==> config.mk <==
export PLATFORM = sky130hd
export DESIGN_NAME = key_bank
export DESIGN_NICKNAME = d
export VERILOG_FILES = /design/src/rtl/aes_pkg.sv /design/src/rtl/key_slot.sv /design/src/rtl/key_bank.sv
export SDC_FILE = /design/constraint.sdc
export NUM_CORES = 2
export LEC_CHECK = 0
export BUFFER_PORTS_ARGS = -buffer_cell sky130_fd_sc_hd__buf_2
export CAP_MARGIN = 20
export CORE_MARGIN = 2
export CORE_UTILIZATION = 55
export DETAILED_ROUTE_END_ITERATION = 8
export PLACE_DENSITY = 0.87
export REMOVE_ABC_BUFFERS = 1
export SYNTH_ARGS = -nofsm -noshare
export SYNTH_HDL_FRONTEND = slang
export SYNTH_SLANG_ARGS = --single-unit
==> constraint.sdc <==
create_clock -name clk -period 42.9 [get_ports clk]
set_clock_uncertainty 0.1 [all_clocks]
set_input_delay 8.58 -clock clk [delete_from_list [all_inputs] [get_ports clk]]
set_output_delay 8.58 -clock clk [all_outputs]
set_load 0.05 [all_outputs]
==> src/rtl/aes_pkg.sv <==
// Shared definitions for the AES key store: key-length encodings,
// zeroize FSM states and small helpers used by the key slots and the bank.
package aes_pkg;

  localparam logic [1:0] KLEN_128  = 2'd0;
  localparam logic [1:0] KLEN_192  = 2'd1;
  localparam logic [1:0] KLEN_256  = 2'd2;
  localparam logic [1:0] KLEN_RSVD = 2'd3;

  // Widest word bswap_word can handle; callers zero-extend into this.
  localparam int MAX_BSWAP_W = 256;

  typedef enum logic {
    ZS_IDLE  = 1'b0,
    ZS_SWEEP = 1'b1
  } zstate_t;

  // Number of 32-bit-sized words a committed length occupies.
  function automatic int klen_words(input logic [1:0] len);
    case (len)
      KLEN_128: return 4;
      KLEN_192: return 6;
      default:  return 8;
    endcase
  endfunction

  // Reverse the byte order inside the low ws bits of w; upper bits return 0.
  function automatic logic [MAX_BSWAP_W-1:0] bswap_word(
    input logic [MAX_BSWAP_W-1:0] w,
    input int                     ws
  );
    logic [MAX_BSWAP_W-1:0] r;
    r = '0;
    for (int b = 0; b < MAX_BSWAP_W / 8; b++) begin
      if (b < ws / 8) r[b*8 +: 8] = w[(ws/8 - 1 - b)*8 +: 8];
    end
    return r;
  endfunction

endpackage

==> src/rtl/key_slot.sv <==
// One key slot: word storage plus valid/lock/length flags, and a
// big-endian, MSB-justified view of the key with unused words masked to 0.
module key_slot
  import aes_pkg::*;
#(
  parameter  int WORD_SIZE = 32,
  parameter  int MAX_WORDS = 8,
  parameter  int BYTE_SWAP = 1,
  localparam int IW        = $clog2(MAX_WORDS)
) (
  input  logic                           clk,
  input  logic                           rst,
  input  logic                           wen,
  input  logic [IW-1:0]                  widx,
  input  logic [WORD_SIZE-1:0]           wdata,
  input  logic                           commit,
  input  logic [1:0]                     clen,
  input  logic                           lock_in,
  input  logic                           clr,
  input  logic                           zwen,
  input  logic [IW-1:0]                  zidx,
  output logic                           valid,
  output logic                           lock,
  output logic [1:0]                     len,
  output logic [WORD_SIZE*MAX_WORDS-1:0] key
);

  logic [WORD_SIZE-1:0] mem [MAX_WORDS];

  // Host word to output byte order.
  function automatic logic [WORD_SIZE-1:0] host_to_be(input logic [WORD_SIZE-1:0] w);
    if (BYTE_SWAP != 0) return WORD_SIZE'(bswap_word(MAX_BSWAP_W'(w), WORD_SIZE));
    return w;
  endfunction

  // Word storage: the zeroize sweep has priority over host writes.
  always_ff @(posedge clk or posedge rst) begin
    if (rst) begin
      for (int i = 0; i < MAX_WORDS; i++) mem[i] <= '0;
    end else if (zwen) begin
      mem[zidx] <= '0;
    end else if (wen) begin
      mem[widx] <= wdata;
    end
  end

  // Slot flags: zeroize clear beats commit, commit beats the write's invalidate.
  always_ff @(posedge clk or posedge rst) begin
    if (rst) begin
      valid <= 1'b0;
      lock  <= 1'b0;
      len   <= KLEN_128;
    end else if (clr) begin
      valid <= 1'b0;
      lock  <= 1'b0;
      len   <= KLEN_128;
    end else if (commit) begin
      valid <= 1'b1;
      lock  <= lock_in;
      len   <= clen;
    end else if (wen) begin
      valid <= 1'b0;
    end
  end

  // Assemble word 0 at the top; words beyond the committed length read 0.
  always_comb begin
    key = '0;
    for (int k = 0; k < MAX_WORDS; k++) begin
      if (k < klen_words(len))
        key[(MAX_WORDS-1-k)*WORD_SIZE +: WORD_SIZE] = host_to_be(mem[k]);
    end
  end

endmodule

==> src/rtl/key_bank.sv <==
// Multi-slot AES key store: host write/commit with locking, registered
// whole-key read port, and a word-by-word zeroize sweep.
module key_bank
  import aes_pkg::*;
#(
  parameter int WORD_SIZE = 32,
  parameter int MAX_WORDS = 8,
  parameter int SLOTS     = 4,
  parameter int BYTE_SWAP = 1
) (
  input  logic                           clk,
  input  logic                           rst,
  input  logic                           wen,
  input  logic [$clog2(SLOTS)-1:0]       wslot,
  input  logic [$clog2(MAX_WORDS)-1:0]   widx,
  input  logic [WORD_SIZE-1:0]           wdata,
  input  logic                           commit,
  input  logic [1:0]                     clen,
  input  logic                           clock_in,
  input  logic                           zeroize,
  input  logic                           rd_req,
  input  logic [$clog2(SLOTS)-1:0]       rd_slot,
  output logic                           rd_valid,
  output logic                           rd_hit,
  output logic [1:0]                     rd_len,
  output logic [WORD_SIZE*MAX_WORDS-1:0] rd_key,
  output logic                           busy,
  output logic                           wr_err
);

  localparam int SW    = $clog2(SLOTS);
  localparam int IW    = $clog2(MAX_WORDS);
  localparam int KW    = WORD_SIZE * MAX_WORDS;
  localparam int TOTAL = SLOTS * MAX_WORDS;
  localparam int CW    = $clog2(TOTAL);

  zstate_t         state, state_nxt;
  logic [CW-1:0]   cnt;
  logic            last;
  logic            clr_all;
  logic [SW-1:0]   zslot;
  logic [IW-1:0]   zidx;

  logic [SLOTS-1:0] valid_v, lock_v;
  logic [1:0]       len_v [SLOTS];
  logic [KW-1:0]    key_v [SLOTS];

  logic slot_ok, idx_ok, rd_ok;
  logic wr_ok, cm_ok, err_d, hit_d;

  assign slot_ok = 32'(wslot) < SLOTS;
  assign idx_ok  = 32'(widx) < MAX_WORDS;
  assign rd_ok   = 32'(rd_slot) < SLOTS;

  assign wr_ok = wen && slot_ok && idx_ok && !lock_v[wslot] && !busy;
  assign cm_ok = commit && slot_ok && !lock_v[wslot] && !busy && (clen != KLEN_RSVD);
  assign err_d = (wen && !wr_ok) || (commit && !cm_ok);
  assign hit_d = rd_ok && valid_v[rd_slot] && !busy;

  assign last  = cnt == CW'(TOTAL - 1);
  assign zslot = SW'(32'(cnt) / MAX_WORDS);
  assign zidx  = IW'(32'(cnt) % MAX_WORDS);

  // Zeroize FSM state register.
  always_ff @(posedge clk or posedge rst) begin
    if (rst) state <= ZS_IDLE;
    else     state <= state_nxt;
  end

  // Zeroize FSM next state; a zeroize pulse while sweeping is ignored.
  always_comb begin
    state_nxt = state;
    case (state)
      ZS_IDLE:  if (zeroize) state_nxt = ZS_SWEEP;
      ZS_SWEEP: if (last)    state_nxt = ZS_IDLE;
      default:               state_nxt = ZS_IDLE;
    endcase
  end

  // Zeroize FSM outputs: flags drop on entry, busy covers the sweep cycles.
  always_comb begin
    busy    = (state == ZS_SWEEP);
    clr_all = (state == ZS_IDLE) && zeroize;
  end

  // Sweep counter walks slot-major over every word, parked at 0 when idle.
  always_ff @(posedge clk or posedge rst) begin
    if (rst)                     cnt <= '0;
    else if (state == ZS_IDLE)   cnt <= '0;
    else if (last)               cnt <= '0;
    else                         cnt <= cnt + 1'b1;
  end

  for (genvar g = 0; g < SLOTS; g++) begin : g_slot
    logic sel;
    assign sel = (32'(wslot) == g);
    key_slot #(
      .WORD_SIZE (WORD_SIZE),
      .MAX_WORDS (MAX_WORDS),
      .BYTE_SWAP (BYTE_SWAP)
    ) u_slot (
      .clk     (clk),
      .rst     (rst),
      .wen     (wr_ok && sel),
      .widx    (widx),
      .wdata   (wdata),
      .commit  (cm_ok && sel),
      .clen    (clen),
      .lock_in (clock_in),
      .clr     (clr_all),
      .zwen    (busy && (32'(zslot) == g)),
      .zidx    (zidx),
      .valid   (valid_v[g]),
      .lock    (lock_v[g]),
      .len     (len_v[g]),
      .key     (key_v[g])
    );
  end

  // Registered read port and write-error pulse; read data holds between requests.
  always_ff @(posedge clk or posedge rst) begin
    if (rst) begin
      rd_valid <= 1'b0;
      rd_hit   <= 1'b0;
      rd_len   <= '0;
      rd_key   <= '0;
      wr_err   <= 1'b0;
    end else begin
      rd_valid <= rd_req;
      wr_err   <= err_d;
      if (rd_req) begin
        rd_hit <= hit_d;
        rd_len <= hit_d ? len_v[rd_slot] : 2'd0;
        rd_key <= hit_d ? key_v[rd_slot] : '0;
      end
    end
  end

endmodule

# ---- Word-level counts from Yosys, hierarchy flattened
# Index checks and enable logic that the tools add are counted.
dict set report word_totals {
  reg_bits 1307
  latchBits 0
  ramBits 0
  rom_bits 0
  inputBits 48
  output_inout_bits 262
  word_cells 319
  mem_count 0
}
dict set report classes {
  n_addsub 1
  n_mul 0
  n_div 0
  n_lt_le_gt_ge 39
  eq_ne 12
  shift 0
  n_mux 161
  n_bitwise 9
  reduce_logical 46
}
# operator n
set op_table {}
lappend op_table {{2-to-1 mux 256 bit} 11}
lappend op_table {{2-to-1 mux 32 bit} 66}
lappend op_table {{bitwise AND 256 bit} 4}
lappend op_table {{bitwise mux 256 bit} 4}
lappend op_table {{binary-select mux 256 bit (select 2 bit)} 1}
lappend op_table {{NOT 256 bit} 1}
lappend op_table {{demux 32 bit (select 3 bit)} 2}
lappend op_table {{< comparator 3 x 4 -> 1 bit, first input constant} 16}
lappend op_table {{2-to-1 mux 1 bit} 56}
lappend op_table {{< comparator 1 x 4 -> 1 bit, first input constant} 8}
lappend op_table {{< comparator 2 x 4 -> 1 bit, first input constant} 8}
lappend op_table {{case mux 4 bit (2 select lines)} 4}
lappend op_table {{logical AND 1 bit} 23}
lappend op_table {{2-to-1 mux 2 bit} 11}
lappend op_table {{nonzero test 2 bit} 8}
lappend op_table {{equality test 2 x 1 -> 1 bit, second input constant} 6}
lappend op_table {{logical NOT 2 bit} 6}
lappend op_table {{nonzero test 3 bit} 4}
lappend op_table {{2-to-1 mux 5 bit} 2}
lappend op_table {{equality test 2 bit, second input constant} 4}
lappend op_table {{>= comparator 4 bit, second input constant} 2}
lappend op_table {{< comparator 4 x 1 -> 1 bit, second input constant} 2}
lappend op_table {{NOT 3 -> 4 bit} 2}
lappend op_table {{< comparator 2 x 3 -> 1 bit, second input constant} 2}
lappend op_table {{other kinds (11)} 15}

# ---- Longest topological paths before layout
dict set report depth {
  ltp_word 10
  ltp_mapped 8
  mapped_depth_nobuf 5
}

# ---- Hierarchy
# From an unflattened synthesis, not the netlist that was laid out.
dict set report hier_totals {
  hier_cells 6147
  area_unflattened_um2 67878.9
}
# mod instances cells_per_inst area_per_inst_um2 seq_area_each_um2
set modules_own_cells {}
lappend modules_own_cells {key_slot 4 1163 12608.3 6506.2}
lappend modules_own_cells {key_bank 1 1495 17445.5 6681.4}

# ---- Worst setup path before layout
# OpenSTA, ideal clock, no wires.
dict set report synth_timing {
  kind {input port to flip-flop}
  startpoint {input wslot[1]}
  endpoint {register g_slot[0].u_slot.mem[0] in the netlist's numbering}
  setup_ps 121
  t_arrival_ps 9951
  t_required_ps 42679
  slack_ps 32728
  stages 7
  n_path_buf 3
  cell_sequence {buf_2 or3_1 buf_4 nor3_4 a21oi_2 buf_2 a22o_1}
}
dict set report synth_between {
  elab_chain_len 7
  word_cells_on_any_way 8
  classes_between {2 x mux; 6 x reduce/logical}
}
# item line_no
set synth_rtl {}
lappend synth_rtl {{start, declared} key_bank.sv:14} ;# input logic [$clog2(SLOTS)-1:0] wslot,
lappend synth_rtl {{binary-select mux 1 bit (select 2 bit)} key_bank.sv:55} ;# assign wr_ok = wen && slot_ok && idx_ok && !lock_v[wslot] && !busy;
lappend synth_rtl {{2-to-1 mux 1 bit (not written as such)} key_bank.sv:55}
lappend synth_rtl {{logical NOT 1 bit} key_bank.sv:55}
lappend synth_rtl {{logical AND 1 bit (2 in series)} key_bank.sv:55}
lappend synth_rtl {{logical AND 1 bit (*)} key_bank.sv:104} ;# .wen (wr_ok && sel),
lappend synth_rtl {{nonzero test 2 bit (no line) (*)} -}
lappend synth_rtl {{end signal, assigned by index} key_slot.sv:43} ;# mem[widx] <= wdata;
lappend synth_rtl {{end, declared} key_slot.sv:28} ;# logic [WORD_SIZE-1:0] mem [MAX_WORDS];
# Every way passes the cells marked *; elsewhere a longest branch is shown, timed or not. The select of a mux whose other input is x is not followed.
# A chain may end at the register's enable or synchronous reset.

==> impl_metrics.yaml <==
worst_setup_path:
  crit_arrival_ps: 12230
  critPathTopFamily: "buffers and inverters"
  crit_path_max_fanout: 91
  critical_path_class: "in2reg"
  crit_path_max_incr_delay_ps: 910
  worstPathCellList: "buf_2 > buf_4 > inv_6 > a211oi_1 > o21a_4 > buf_4 > a22o_1"
  start_kind: "primary input"
  worstSetupEndpointType: "flip-flop"
  slowest_stage: "buf_4"
  cp_common_cell: "buf_4"
  cp_num_buf_inv: 4
  worst_ep_required_time_ps: 43450
logic_synthesis:
  netlist_area_um2: 53900
  synth_compound_area_share_pct: 25.7
  synth_top_family_by_area: "compound AO/OA/AOI/OAI gates"
  ys_async_sr_fraction_pct: 100
  synthAdderAreaFrac_pct: 0.0464
  synth-edff-count: 0
  yosysTopAreaCell: "dfrtp_1"
  synth-xor-area-share_pct: 0.0325
  synthMuxAreaShare_pct: 5.62
  yosys_warnings: 0
  avgSynthCellArea_um2: 13.6
  synth.yosys.seq_area_share_pct: 60.7
  synthSimpleGateAreaFrac_pct: 4.08
  synth_ff_type: "dfrtp_1"
  syn_inst: 3948
  yosysTopAreaCellShare_pct: 60.7
  ys_types: 48
  synth_area_leaders: "dfrtp_1 (61%), a22o_1 (20%), mux4_2 (5.4%), a221oi_1 (3.1%), clkbuf_1 (1.8%)"
  ys_ff_latch: 1307
clock_tree:
  holdBufCountCts: 0
  cts_tree: "yes"
  root_buffer: "clkbuf_16"
  ctsHtreeMaxLevel: 4
  clock_latency_ps: 750
  cts.path.max_buffers: 3
  cts.sinks: 1307
  post_cts_resized: 0
  postCtsSetupBuffers: 0
  clk_pin_slew_ps: 60
  numCtsBuffers: 130
sta:
  slew_violations: 0
  max_freq_ghz: 0.0857
  tightest_slew_ps: 1150
  setup_viol: 0
  slew-limit-headroom_pct: 23.0
  rsz0062_at_grt: "no"
  post-route-period-util_pct: 27.2
  hold_ws_ps: 395
  period_needed_ps: 11670
  finalHoldViolations: 0
  setup-tns-final_ps: 0
global_route:
  antenna_found_initial: 9
  gr-usage-all-layers_pct: 32.6
  grt_max_degree: 202
  overflow: 0
  grt_pass1_vias: 39900
  grt_first_pass_wirelength_um: 249000
floorplanning:
  rows: 114
  core_um2: 96900
  top_level_ports: 310
  chipHeight_um: 317
  die_w_um: 317
  dieArea_um2: 101000
  initial_core_util_pct: 55.6
layout:
  area_delta_synth_final_pct: 12.1
  ff_latch_area_um2: 32700
  final_util_pct: 62.4
  nFillCells: 6725
  fin_cells: 5404
  drive_gt1_share_pct: 20.4
  nets: 4071
  finalInstanceArea_um2: 60400
  multi_input_area_um2: 19300
  layout_commonest_cell: "dfrtp_1"
  final_cell_mix: "dfrtp_1 (1,307), a22o_1 (1,218), buf_2 (307), a221oi_1 (192), nand2b_1 (135)"
detailed_routing:
  wl_met1_um: 60200
  drc_errors: 0
  wire_per_inst_um: 30.3
  drt-total-wl_um: 164000
  num_vias: 39200
  wl_met3_um: 21700
  highest_layer: "met5"
  dr.pass1.iters: 6
  dr_wl_met2_um: 73000
  first_iter_violations: 5376
  via_per_inst: 7.26
  ant_nets: 0
job:
  cap_violations: 0
placement:
  placed_cells: 5160
  place_area_um2: 55900
  hpwlAfterDp_um: 87000
  port_buffers: 309
  routabilityCongestion: 0.825
pwr:
  ir_drop_mv: 0.0297
  p_leak_nw: 29.2
  powerDensity_nw_per_um2: 45.4
worst_hold_path:
  min_path_type: "reg2reg"
status:
  status: "finished, final reports clean"
==> layout make-up <==
class	instances	area share, %
timing repair buffer	412	4.03
clock buffer	177	6.20
antenna	6	0.0249
tap	1276	2.64
inverter	4	0.0456
clock inverter	56	1.02
sequential	1307	54.1
multi-input combinational	2166	31.9
==> registers in the layout, indices dropped and copies added, names as in the netlist, 2 cells and up <==
signal and count:
cnt 5, g_slot.u_slot.len 8, g_slot.u_slot.lock 4, g_slot.u_slot.mem 1024, g_slot.u_slot.valid 4, rd_key 256
rd_len 2
==> path summary, 6_finish.rpt <==
check	cells past startpoint	start	slack (ps)	end
setup reg to reg	4	busy	39770	rd_key[32]
min in group asynchronous	2	rst	7860	rd_key[172]
hold / removal	1	g_slot[3].u_slot.mem[161]	400	g_slot[3].u_slot.mem[161]
max in group asynchronous	5	rst	31520	rd_key[15]
hold reg to reg	1	g_slot[3].u_slot.mem[161]	400	g_slot[3].u_slot.mem[161]
setup / recovery	7	rd_req	31230	rd_key[32]
==> cell usage after synthesis (7+ instances only) <==
library cell,instances
nand2_1,133
a22oi_1,64
clkbuf_1,263
nor2b_1,7
mux2i_1,9
a22o_1,1218
buf_6,8
nand2b_1,136
a221oi_1,192
dfrtp_1,1307
nor2_1,32
a21oi_1,149
a21oi_2,14
buf_1,19
nor3_4,26
buf_2,177
mux4_2,130
==> routing by layer <==
| metal | up-vias | global-route usage (%) |
|---|---|---|
| met3 | 448 | 10.8 |
| met5 | - | 0 |
| met1 | 20300 | 43.9 |
| met4 | 6 | 17.2 |
| met2 | 2911 | 47.6 |
| li1 | 15600 | - |
==> report_power, final <==
part	leakage, nW	internal [mW]	switching (mW)
clock network	2.13	0.665	0.492
registers	18.1	1.28	0.0330
logic	8.95	0.0779	0.194
total	29.2	2.02	0.719
==> through the flow <==
step | power (mW) | worst slack (ps)
floorplan | 1.48 | -2620
global placement | 1.59 | 30690
detailed placement | 1.59 | 30550
CTS | 2.74 | 31270
global route | 2.82 | 30960
finish | 2.74 | 31230
==> logic make-up after synthesis <==
| logic type | count (synthesis) |
|---|---|
| AOI/OAI and AO/OA | 1655 |
| xor gates and xnor gates | 2 |
| adders and majority gates | 2 |
| buffers and inverters | 475 |
| DFF | 1307 |
| muxes | 140 |
| and+or+nand+nor | 367 |
Power figures use the tool's default switching activity.
